$ cat src/rtl/axi4_lite_master.sv
// axi4_lite_master
//   Single-outstanding AXI4-Lite master. A command accepted on the CMD_*
//   interface becomes one AXI4-Lite read or write; the captured BRESP/RRESP
//   (plus RDATA for reads) comes back on RSP_*, held until RSP_READY.
//   ERR_COUNT is a saturating count of responses whose RESP != OKAY.
// Ports
//   ACLK, ARESET          clock, synchronous active-high reset
//   CMD_*                 command in (CMD_READY high only while idle)
//   RSP_*                 response out, held until RSP_READY
//   ERR_COUNT             saturating error-response counter
//   M_AXI_AW/W/B/AR/R*    AXI4-Lite master channels
module axi4_lite_master #(
    parameter int DATA_WIDTH    = 32,
    parameter int ADDR_WIDTH    = 32,
    parameter int STRB_WIDTH    = DATA_WIDTH / 8,
    parameter int ERR_CNT_WIDTH = 8
) (
    input  logic                     ACLK,
    input  logic                     ARESET,
    input  logic                     CMD_VALID,
    output logic                     CMD_READY,
    input  logic                     CMD_WRITE,
    input  logic [ADDR_WIDTH-1:0]    CMD_ADDR,
    input  logic [DATA_WIDTH-1:0]    CMD_WDATA,
    input  logic [STRB_WIDTH-1:0]    CMD_WSTRB,
    output logic                     RSP_VALID,
    input  logic                     RSP_READY,
    output logic                     RSP_WRITE,
    output logic [1:0]               RSP_RESP,
    output logic [DATA_WIDTH-1:0]    RSP_RDATA,
    output logic [ERR_CNT_WIDTH-1:0] ERR_COUNT,
    output logic                     M_AXI_AWVALID,
    input  logic                     M_AXI_AWREADY,
    output logic [ADDR_WIDTH-1:0]    M_AXI_AWADDR,
    output logic                     M_AXI_WVALID,
    input  logic                     M_AXI_WREADY,
    output logic [DATA_WIDTH-1:0]    M_AXI_WDATA,
    output logic [STRB_WIDTH-1:0]    M_AXI_WSTRB,
    input  logic                     M_AXI_BVALID,
    output logic                     M_AXI_BREADY,
    input  logic [1:0]               M_AXI_BRESP,
    output logic                     M_AXI_ARVALID,
    input  logic                     M_AXI_ARREADY,
    output logic [ADDR_WIDTH-1:0]    M_AXI_ARADDR,
    input  logic                     M_AXI_RVALID,
    output logic                     M_AXI_RREADY,
    input  logic [DATA_WIDTH-1:0]    M_AXI_RDATA,
    input  logic [1:0]               M_AXI_RRESP
);

    typedef enum logic [2:0] {
        IDLE, WR_REQ, WR_RESP, RD_REQ, RD_DATA, RSP
    } state_t;

    state_t                   r_state;
    logic                     r_aw_done, r_w_done;
    logic [ADDR_WIDTH-1:0]    r_addr;
    logic [DATA_WIDTH-1:0]    r_wdata;
    logic [STRB_WIDTH-1:0]    r_wstrb;
    logic                     r_awvalid, r_wvalid, r_bready, r_arvalid, r_rready;
    logic                     r_rsp_valid, r_rsp_write;
    logic [1:0]               r_rsp_resp;
    logic [DATA_WIDTH-1:0]    r_rsp_rdata;
    logic [ERR_CNT_WIDTH-1:0] r_err_cnt;

    logic w_aw_hs, w_w_hs, w_aw_done, w_w_done, w_err_sat;

    assign w_aw_hs   = r_awvalid && M_AXI_AWREADY;
    assign w_w_hs    = r_wvalid && M_AXI_WREADY;
    // "done" includes a handshake happening this very cycle, so AW and W
    // completing together moves straight on to WR_RESP.
    assign w_aw_done = r_aw_done || w_aw_hs;
    assign w_w_done  = r_w_done || w_w_hs;
    assign w_err_sat = &r_err_cnt;

    always_ff @(posedge ACLK) begin
        if (ARESET) begin
            r_state     <= IDLE;
            r_aw_done   <= 1'b0;
            r_w_done    <= 1'b0;
            r_addr      <= '0;
            r_wdata     <= '0;
            r_wstrb     <= '0;
            r_awvalid   <= 1'b0;
            r_wvalid    <= 1'b0;
            r_bready    <= 1'b0;
            r_arvalid   <= 1'b0;
            r_rready    <= 1'b0;
            r_rsp_valid <= 1'b0;
            r_rsp_write <= 1'b0;
            r_rsp_resp  <= 2'b00;
            r_rsp_rdata <= '0;
            r_err_cnt   <= '0;
        end else begin
            case (r_state)
                IDLE: begin
                    if (CMD_VALID) begin
                        r_addr  <= CMD_ADDR;
                        r_wdata <= CMD_WDATA;
                        r_wstrb <= CMD_WSTRB;
                        if (CMD_WRITE) begin
                            r_awvalid <= 1'b1;
                            r_wvalid  <= 1'b1;
                            r_aw_done <= 1'b0;
                            r_w_done  <= 1'b0;
                            r_state   <= WR_REQ;
                        end else begin
                            r_arvalid <= 1'b1;
                            r_state   <= RD_REQ;
                        end
                    end
                end
                WR_REQ: begin
                    r_aw_done <= w_aw_done;
                    r_w_done  <= w_w_done;
                    if (w_aw_hs) r_awvalid <= 1'b0;
                    if (w_w_hs)  r_wvalid  <= 1'b0;
                    if (w_aw_done && w_w_done) begin
                        r_bready <= 1'b1;
                        r_state  <= WR_RESP;
                    end
                end
                WR_RESP: begin
                    if (M_AXI_BVALID && r_bready) begin
                        r_bready    <= 1'b0;
                        r_rsp_valid <= 1'b1;
                        r_rsp_write <= 1'b1;
                        r_rsp_resp  <= M_AXI_BRESP;
                        r_rsp_rdata <= '0;
                        if ((M_AXI_BRESP != 2'b00) && !w_err_sat)
                            r_err_cnt <= r_err_cnt + ERR_CNT_WIDTH'(1);
                        r_state     <= RSP;
                    end
                end
                RD_REQ: begin
                    if (r_arvalid && M_AXI_ARREADY) begin
                        r_arvalid <= 1'b0;
                        r_rready  <= 1'b1;
                        r_state   <= RD_DATA;
                    end
                end
                RD_DATA: begin
                    if (M_AXI_RVALID && r_rready) begin
                        r_rready    <= 1'b0;
                        r_rsp_valid <= 1'b1;
                        r_rsp_write <= 1'b0;
                        r_rsp_resp  <= M_AXI_RRESP;
                        r_rsp_rdata <= M_AXI_RDATA;
                        if ((M_AXI_RRESP != 2'b00) && !w_err_sat)
                            r_err_cnt <= r_err_cnt + ERR_CNT_WIDTH'(1);
                        r_state     <= RSP;
                    end
                end
                RSP: begin
                    if (RSP_READY) begin
                        r_rsp_valid <= 1'b0;
                        r_state     <= IDLE;
                    end
                end
                default: r_state <= IDLE;
            endcase
        end
    end

    assign CMD_READY     = (r_state == IDLE);
    assign RSP_VALID     = r_rsp_valid;
    assign RSP_WRITE     = r_rsp_write;
    assign RSP_RESP      = r_rsp_resp;
    assign RSP_RDATA     = r_rsp_rdata;
    assign ERR_COUNT     = r_err_cnt;
    assign M_AXI_AWVALID = r_awvalid;
    assign M_AXI_AWADDR  = r_addr;
    assign M_AXI_WVALID  = r_wvalid;
    assign M_AXI_WDATA   = r_wdata;
    assign M_AXI_WSTRB   = r_wstrb;
    assign M_AXI_BREADY  = r_bready;
    assign M_AXI_ARVALID = r_arvalid;
    assign M_AXI_ARADDR  = r_addr;
    assign M_AXI_RREADY  = r_rready;

endmodule

$ cat config.mk
export PLATFORM = sky130hd
export DESIGN_NAME = axi4_lite_master
export DESIGN_NICKNAME = d
export VERILOG_FILES = /design/src/rtl/axi4_lite_master.sv
export SDC_FILE = /design/constraint.sdc
export NUM_CORES = 1
export LEC_CHECK = 0
export ABC_AREA = 1
export CAP_MARGIN = 20
export CORE_ASPECT_RATIO = 1.4
export CORE_UTILIZATION = 42
export DETAILED_ROUTE_END_ITERATION = 12
export HOLD_SLACK_MARGIN = 0.02
export PLACE_DENSITY = 0.84
export SLEW_MARGIN = 20
export SYNTH_ARGS = -nofsm -noshare
export SYNTH_HDL_FRONTEND = slang
export SYNTH_SLANG_ARGS = --single-unit
$ cat constraint.sdc
create_clock -name ACLK -period 3.4 [get_ports ACLK]
set_clock_uncertainty 0.1 [all_clocks]
set_input_delay 0.68 -clock ACLK [delete_from_list [all_inputs] [get_ports ACLK]]
set_output_delay 0.68 -clock ACLK [all_outputs]
set_load 0.03 [all_outputs]
# Yosys cells after proc, flatten, opt, wreduce, memory -nomap -nowiden

Cells that the tools add are included.

Register bits after elaboration: 122
Word-level logic and storage cells: 110
Input bits: 114
Output and inout port bits: 150

Reductions and logical operators: 32
Add/subtract/negate cells: 1
Eq/ne operators: 17
Multiplexer cells: 44

Operators by type and width:

| operator              | number |
|---|---|
| $mux W32              | 2 |
| $pmux W32 S2          | 1 |
| $mux W8               | 4 |
| $ne A2 B2 Y1 const B  | 11 |
| $mux W3               | 6 |
| $pmux W3 S6           | 1 |
| $mux W1               | 16 |
| $pmux W1 S2           | 8 |
| $pmux W8 S2           | 1 |
| $reduce_and A4 Y1     | 4 |
| $reduce_bool A2 Y1    | 7 |
| $reduce_and A3 Y1     | 4 |
| $add A8 B1 Y8 const B | 1 |
| $logic_and A1 B1 Y1   | 8 |
| $reduce_and A8 Y1     | 1 |
| $eq A3 B2 Y1 const B  | 2 |
| $eq A3 B3 Y1 const B  | 2 |
| $mux W2               | 3 |
| $reduce_and A6 Y1     | 1 |
| $reduce_and A5 Y1     | 1 |
| $pmux W2 S2           | 1 |
| $eq A3 B1 Y1 const B  | 1 |
| $logic_not A3 Y1      | 1 |
| $pmux W1 S3           | 1 |
| other kinds (5)       | 6 |

# Longest topological paths before layout

Gate-level depths: netlist of the first run.

Depth in word-level cells: 6
Gate-level depth with buffers: 10
Mapped depth without buffers: 9

# Least setup slack after synthesis of the first run

No wires, ideal clock.

Path type: reg2reg
From: reg r_err_cnt[0], in the netlist ERR_COUNT[0]
To: reg r_err_cnt[4], in the netlist ERR_COUNT[4]
Buffers on the path: 0
Arrival: 1.634 ns
Stages on the path, launching flop included: 10
Library setup time: 0.070 ns
Clock period less this slack: 1.805 ns
Setup slack: 1.595 ns
Required time: 3.230 ns
Cells stage by stage: dfxtp_1 -> ha_1 -> nand2_1 -> nor2_1 -> nand2_1 -> nand2_1 -> nand2_1 -> nand3_2 -> nand2_1 -> a21oi_1

Cells in the longest elaborated chain, start to end: 5
Elaborated cells between the ends (all ways): 13
Classes of those cells: 1 x add/sub; 2 x eq/ne; 5 x mux; 5 x reduce/logical

Ends and longest elaborated chain:

| what                                                                  | RTL line | RTL |
|---|---|---|
| start: declaration                                                    | 64       | `logic [ERR_CNT_WIDTH-1:0] r_err_cnt;` |
| start signal: assignment                                              | 131      | `r_err_cnt <= r_err_cnt + ERR_CNT_WIDTH'(1);` |
| start signal: assignment                                              | 150      | `r_err_cnt <= r_err_cnt + ERR_CNT_WIDTH'(1);` |
| parallel branches: the longest is 5 deep, another holds $add A8 B1 Y8 | n/a      |  |

Several ways; the timed one is not identified. The select of a mux whose other input is x is not followed.
A chain may end at the register's enable or synchronous reset.

# Worst setup path in the final report of the first run

From: reg r_state[0]
To: out CMD_READY

Cells in the longest elaborated chain, start to end: 1

Ends and longest elaborated chain:

| what                     | RTL line | RTL |
|---|---|---|
| start: declaration       | 55       | `state_t r_state;` |
| start signal: assignment | 78       | `r_state <= IDLE;` |
| start signal: assignment | 106      | `r_state <= WR_REQ;` |
| start signal: assignment | 109      | `r_state <= RD_REQ;` |
| $logic_not A3 Y1         | 165      | `assign CMD_READY = (r_state == IDLE);` |
| end: declaration         | 21       | `output logic CMD_READY,` |

Every way passes these cells.

==> impl_metrics.tcl, run 1 <==
set metrics [dict create \
    post-route-min-period_ns 2.73 \
    synth_area_leaders "dfxtp_1 (50%), nor2_1 (12%), nand2_1 (10%), o21ai_0 (7.7%), buf_4 (5.2%)" \
    cts_buffer_depth 2 \
    max_slew_margin_pct 51.3 \
    drt-total-wl_um 15100 \
    min_path_type "reg2reg" \
    max_clock_freq_ghz 0.367 \
    yosys.area.top_type_share_pct 50.2 \
    yosysTopAreaCell "dfxtp_1" \
    p_int_mw 4.27 \
    netlist_instances 658 \
    cts_tree "yes" \
    hold_path_depth 2 \
    cp.required_ns 2.62 \
    seq_area_frac_synth_pct 50.2 \
    pwr_density_cell_mw_per_mm2 870 \
    cts_buffers 17 \
    cts_setup_buffers 0 \
    die_y_um 129 \
    drv_slew 0 \
    ir_drop_v 0.000540 \
    rows 46 \
    post-dp-hpwl_um 10500 \
    syn-cell-area_mm2 0.00486 \
    layout-area-overhead-vs-synth_pct 64.7 \
    cts_max_level 4 \
    cp.arrival_ns 1.95 \
    reg2reg_depth 7 \
    root_buffer "clkbuf_16" \
    viasPerCell 4.91 \
    status "complete, no violations" \
    seqPwrFrac_pct 29.0 \
    critPathLaunchType "register" \
    dieArea_mm2 0.0120 \
    switching_share_pct 38.7 \
    end_kind "output port" \
    nNetsFinal 992 \
    place_congestion 0.882 \
    yosys_warnings 0 \
    crit_chain "nor2_1, nand2_1, inv_1, clkdlybuf4s50_1" \
    hold_buffers 0 \
    diodes 0 \
    setup_slack_ns 0.675 \
    setup_viol 0 \
    drtIter0Drc 209 \
    grt_overflow_total 0 \
    p_leak_nw 3.20 \
    grt_usage_pct 24.4 \
    fin_crit_sh_pct 80.2 \
    grt_max_degree 69 \
    grt_setup_unrepaired "no" \
    portBuffers 263 \
    ys_seq_elements 122 \
    clockPowerShare_pct 29.6 \
    syn-num-nets 773 \
    multi_input_area_mm2 0.00194 \
    cts_resized 0 \
    clkTransAtPathRegs_ns 0.06 \
    finalHoldViolCount 0 \
    pwr-share-comb_pct 41.4 \
    num_vias 5077 \
    drc_errors 0 \
    clock_latency_ns 0.40 \
    cpMaxStageDelayCell "clkdlybuf4s50_1" \
    antenna_found_initial 0 \
    ios 264 \
    crit_type "reg2out" \
    coreArea_mm2 0.0113 \
    setup_tns_ns 0 \
    drtAntennaViolNets 0 \
    start_util_pct 43.1 \
    die_w_um 92.9 \
    fill_cells 870 \
    grt_pass1_wl_um 23000 \
    synth_cell_type_count 24 \
    pre_cts_ws_ns 0.876 \
    cp_max_fo 12 \
    clock-sinks 122 \
    drv_cap 0 \
    first_pass_iters 5 \
    p_sw_mw 2.70 \
    grt_pass1_vias 4677 \
    max_stage_delay_ns 0.68 \
    layout-drive-gt1-share_pct 5.62 \
    wl_per_cell_um 14.6 \
    worst_pin_slew_ns 0.731 \
    ff_latch_area_mm2 0.00244 \
    syn_avg_cell_area_um2 7.39 \
]
## metrics by stage
stage | std cells | area, µm² | power, mW | util, % | hold WS (ns)
after detailed placement | 1002 | 7330 | 4.93 | 65.0 | 0.355
final | 1034 | 8010 | 6.97 | 71.0 | 0.363
after floorplan | 658 | 4860 | 3.85 | - | 0.345
after global routing | 1034 | 8010 | 7.31 | 71.0 | 0.387
after CTS | 1034 | 8010 | 7.01 | 71.0 | 0.364
after global placement | 1002 | 7330 | 4.88 | 65.0 | 0.348
## critical path, delay by kind of cell (launching register included)
| family | cells | cell delay, ns |
|---|---|---|
| simple gates | 2 | 0.31 |
| buf+inv | 2 | 0.80 |
| flops | 1 | 0.43 |
## power groups by stage
stage | clock network (mW) | logic, mW | registers, mW
after floorplan | 0 | 1.23 | 2.62
after global placement | 0 | 2.85 | 2.03
after detailed placement | 0 | 2.89 | 2.04
after CTS | 2.09 | 2.90 | 2.02
after global routing | 2.16 | 3.08 | 2.07
final | 2.06 | 2.88 | 2.02
## cells in the final DEF (no fill, tap or decap), drive strengths merged, types with 3 or more instances in the layout
| master | synthesis | routed |
|---|---|---|
| a31oi | 3 | 3 |
| clkinv | 1 | 4 |
| dfxtp | 122 | 122 |
| clkinvlp | 0 | 3 |
| inv | 22 | 24 |
| xor2 | 3 | 3 |
| nand3 | 8 | 8 |
| clkbuf | 23 | 18 |
| nor2 | 158 | 158 |
| nand2 | 133 | 133 |
| bufinv | 0 | 6 |
| buf | 45 | 5 |
| a21oi | 48 | 48 |
| clkdlybuf4s50 | 0 | 263 |
| nand4 | 10 | 10 |
| o21ai | 75 | 75 |
## cell families (layout without fill, tap and decap cells)
logic type | count (synthesis) | count (layout) | synth area share (%)
and+or+nand+nor | 313 | 313 | 25.7
AOI/OAI and AO/OA | 128 | 128 | 13.4
adders and majority gates | 1 | 1 | 0.257
DFF | 122 | 122 | 50.2
buffers and inverters | 91 | 323 | 9.93
xor gates and xnor gates | 3 | 3 | 0.541
## sequential cells by signal (all words and copies together) (netlist names)
signal / flops
RSP_RDATA: 32
M_AXI_AWVALID: 1
M_AXI_WDATA: 32
M_AXI_RREADY: 1
M_AXI_ARADDR: 32
M_AXI_ARVALID: 1
r_aw_done: 1
RSP_VALID: 1
RSP_WRITE: 1
M_AXI_BREADY: 1
r_state: 3
M_AXI_WSTRB: 4
M_AXI_WVALID: 1
r_w_done: 1
ERR_COUNT: 8
RSP_RESP: 2
## final cells by class
class                   instances  area share (%)
inverters                      23            1.08
well taps                     144            2.25
clock inverters                14            3.03
repair buffers                268            33.5
flip-flops and latches        122            30.5
multi-input cells             445            24.2
clock buffers                  18            5.48
## synth_stat cells, drive strengths merged
| cell | number |
|---|---|
| nor2 | 158 |
| a21oi | 48 |
| nand3 | 8 |
| or2 | 1 |
| buf | 45 |
| a21o | 2 |
| dfxtp | 122 |
| nand2 | 133 |
| inv | 22 |
| clkinv | 1 |
| o21ai | 75 |
| nor3 | 1 |
| nand3b | 2 |
| nand4 | 10 |
| a31oi | 3 |
| clkbuf | 23 |
| ha | 1 |
| xor2 | 3 |
## worst paths after layout
path                       from       endpoint  slack (ns)
hold / removal    RSP_RDATA[20]  RSP_RDATA[20]        0.36
hold reg to reg   RSP_RDATA[20]  RSP_RDATA[20]        0.36
setup / recovery     r_state[0]      CMD_READY        0.67
setup reg to reg     r_state[0]  RSP_RDATA[19]        1.39
## layer usage
metal	GRT usage [%]	wire length, µm	up-vias
met3	8.74	1310	13
met1	28.2	6080	2307
met4	6.97	154	0
li1	-	-	2511
met2	42.4	7510	246
met5	0	0	-
(Power assumes the default switching activity.)
==> run 2, diff against run 1 <==
- CORE_UTILIZATION: 42 -> 39
- PLACE_DENSITY: 0.84 -> 0.78
- clock period: 3.4 -> 2.9 ns (I/O delays scaled with it)
==> impl_metrics.tcl, run 2 (synthesis gave the netlist of run 1 again) <==
set metrics [dict create \
    max_stage_delay_ns 0.71 \
    cts_buffers 17 \
    viasPerCell 4.82 \
    min_path_type "reg2reg" \
    cts_max_level 4 \
    clkTransAtPathRegs_ns 0.05 \
    grt_pass1_wl_um 22000 \
    drtIter0Drc 154 \
    cts_buffer_depth 2 \
    p_total_mw 7.90 \
    clock-sinks 122 \
    dp_cells 1006 \
    grt_usage_pct 22.1 \
    setup_tns_ns 0 \
    pwr_density_cell_mw_per_mm2 995 \
    rows 47 \
    drt-total-wl_um 14700 \
    cpMaxStageDelayCell "clkdlybuf4s50_1" \
    post-route-util_pct 66.2 \
    stdcell_count 1038 \
    layout-drive-gt1-share_pct 5.72 \
    nNetsFinal 993 \
    start_util_pct 40.5 \
    whs_ns 0.360 \
    grt_max_degree 69 \
    post-route-min-period_ns 2.59 \
    coreArea_mm2 0.0120 \
    clock_latency_ns 0.40 \
    crit_buf_inv 2 \
    cts_tree "yes" \
    antenna_found_initial 0 \
    drv_cap 0 \
    cp.required_ns 2.22 \
    diodes 0 \
    grt_pass1_vias 4687 \
    place_congestion 0.852 \
    drc_errors 0 \
    cp_top_family "buffers and inverters" \
    grt_overflow_total 0 \
    cp.arrival_ns 1.91 \
    ir_drop_v 0.000515 \
    layout-area-overhead-vs-synth_pct 63.4 \
    finalHoldViolCount 0 \
    max_slew_margin_pct 52.5 \
    ios 264 \
    drv_slew 0 \
    hold_buffers 0 \
    die_y_um 134 \
    status "complete, no violations" \
    worst_pin_slew_ns 0.713 \
    crit_type "reg2out" \
    root_buffer "clkbuf_16" \
    setup_viol 0 \
    cts_setup_buffers 0 \
    max_clock_freq_ghz 0.386 \
    crit_chain "nor2_1, nand2_1, inv_1, clkdlybuf4s50_1" \
    cp_max_fo 12 \
    first_pass_iters 5 \
    p_leak_nw 3.17 \
    wl_per_cell_um 14.1 \
    portBuffers 263 \
    critPathLaunchType "register" \
    post-dp-hpwl_um 10200 \
    cts_resized 0 \
    final_cell_mix "clkdlybuf4s50_1 (262), nor2_1 (154), nand2_1 (132)" \
    drtAntennaViolNets 0 \
    fin_crit_sh_pct 89.4 \
    dieArea_mm2 0.0129 \
    num_vias 5002 \
    final_common_cell "clkdlybuf4s50_1" \
    end_kind "output port" \
    grt_setup_unrepaired "no" \
    die_w_um 96.4 \
]
## run 2: worst paths after layout
check,from,endpoint,slack (ns),cells after the start
max reg2reg,ERR_COUNT[0],ERR_COUNT[4],0.96,9
min,RSP_RDATA[30],RSP_RDATA[30],0.36,2
min reg2reg,RSP_RDATA[30],RSP_RDATA[30],0.36,2
max,r_state[0],CMD_READY,0.31,4
## run 2: cell type report
class / count / area (µm²)
flip-flops and latches: 122 / 2440
inverters: 23 / 86.3
multi-input cells: 445 / 1940
clock inverters: 13 / 169
well taps: 147 / 184
repair buffers: 269 / 2690
fillers: 1063 / 4050
clock buffers: 19 / 443
## run 2: worst register-to-register path: cells and delay by family (launching register included)
kind | cells | cell delay, ns
compound gates | 1 | 0.17
fa+ha+maj | 1 | 0.21
flops | 1 | 0.41
simple gates | 7 | 0.97
## run 2: per-stage QoR
stage	setup slack [ns]	area, µm²
after floorplan	1.10	4860
after global placement	0.587	7330
after detailed placement	0.548	7330
after CTS	0.280	7950
after global routing	0.138	7950
final	0.308	7950
## run 2: routing by layer
layer	global-route usage, %	share of wire, %
met1	23.4	39
met2	38.5	50
met3	9.01	9.4
met4	8.42	1.9
met5	0	0
## run 2: report_power, final
part	internal [mW]	leakage [nW]	total (mW)	switching, mW
Clock	1.38	0.286	2.17	0.792
Combinational	1.29	1.88	3.37	2.07
Sequential	2.08	1.00	2.36	0.282
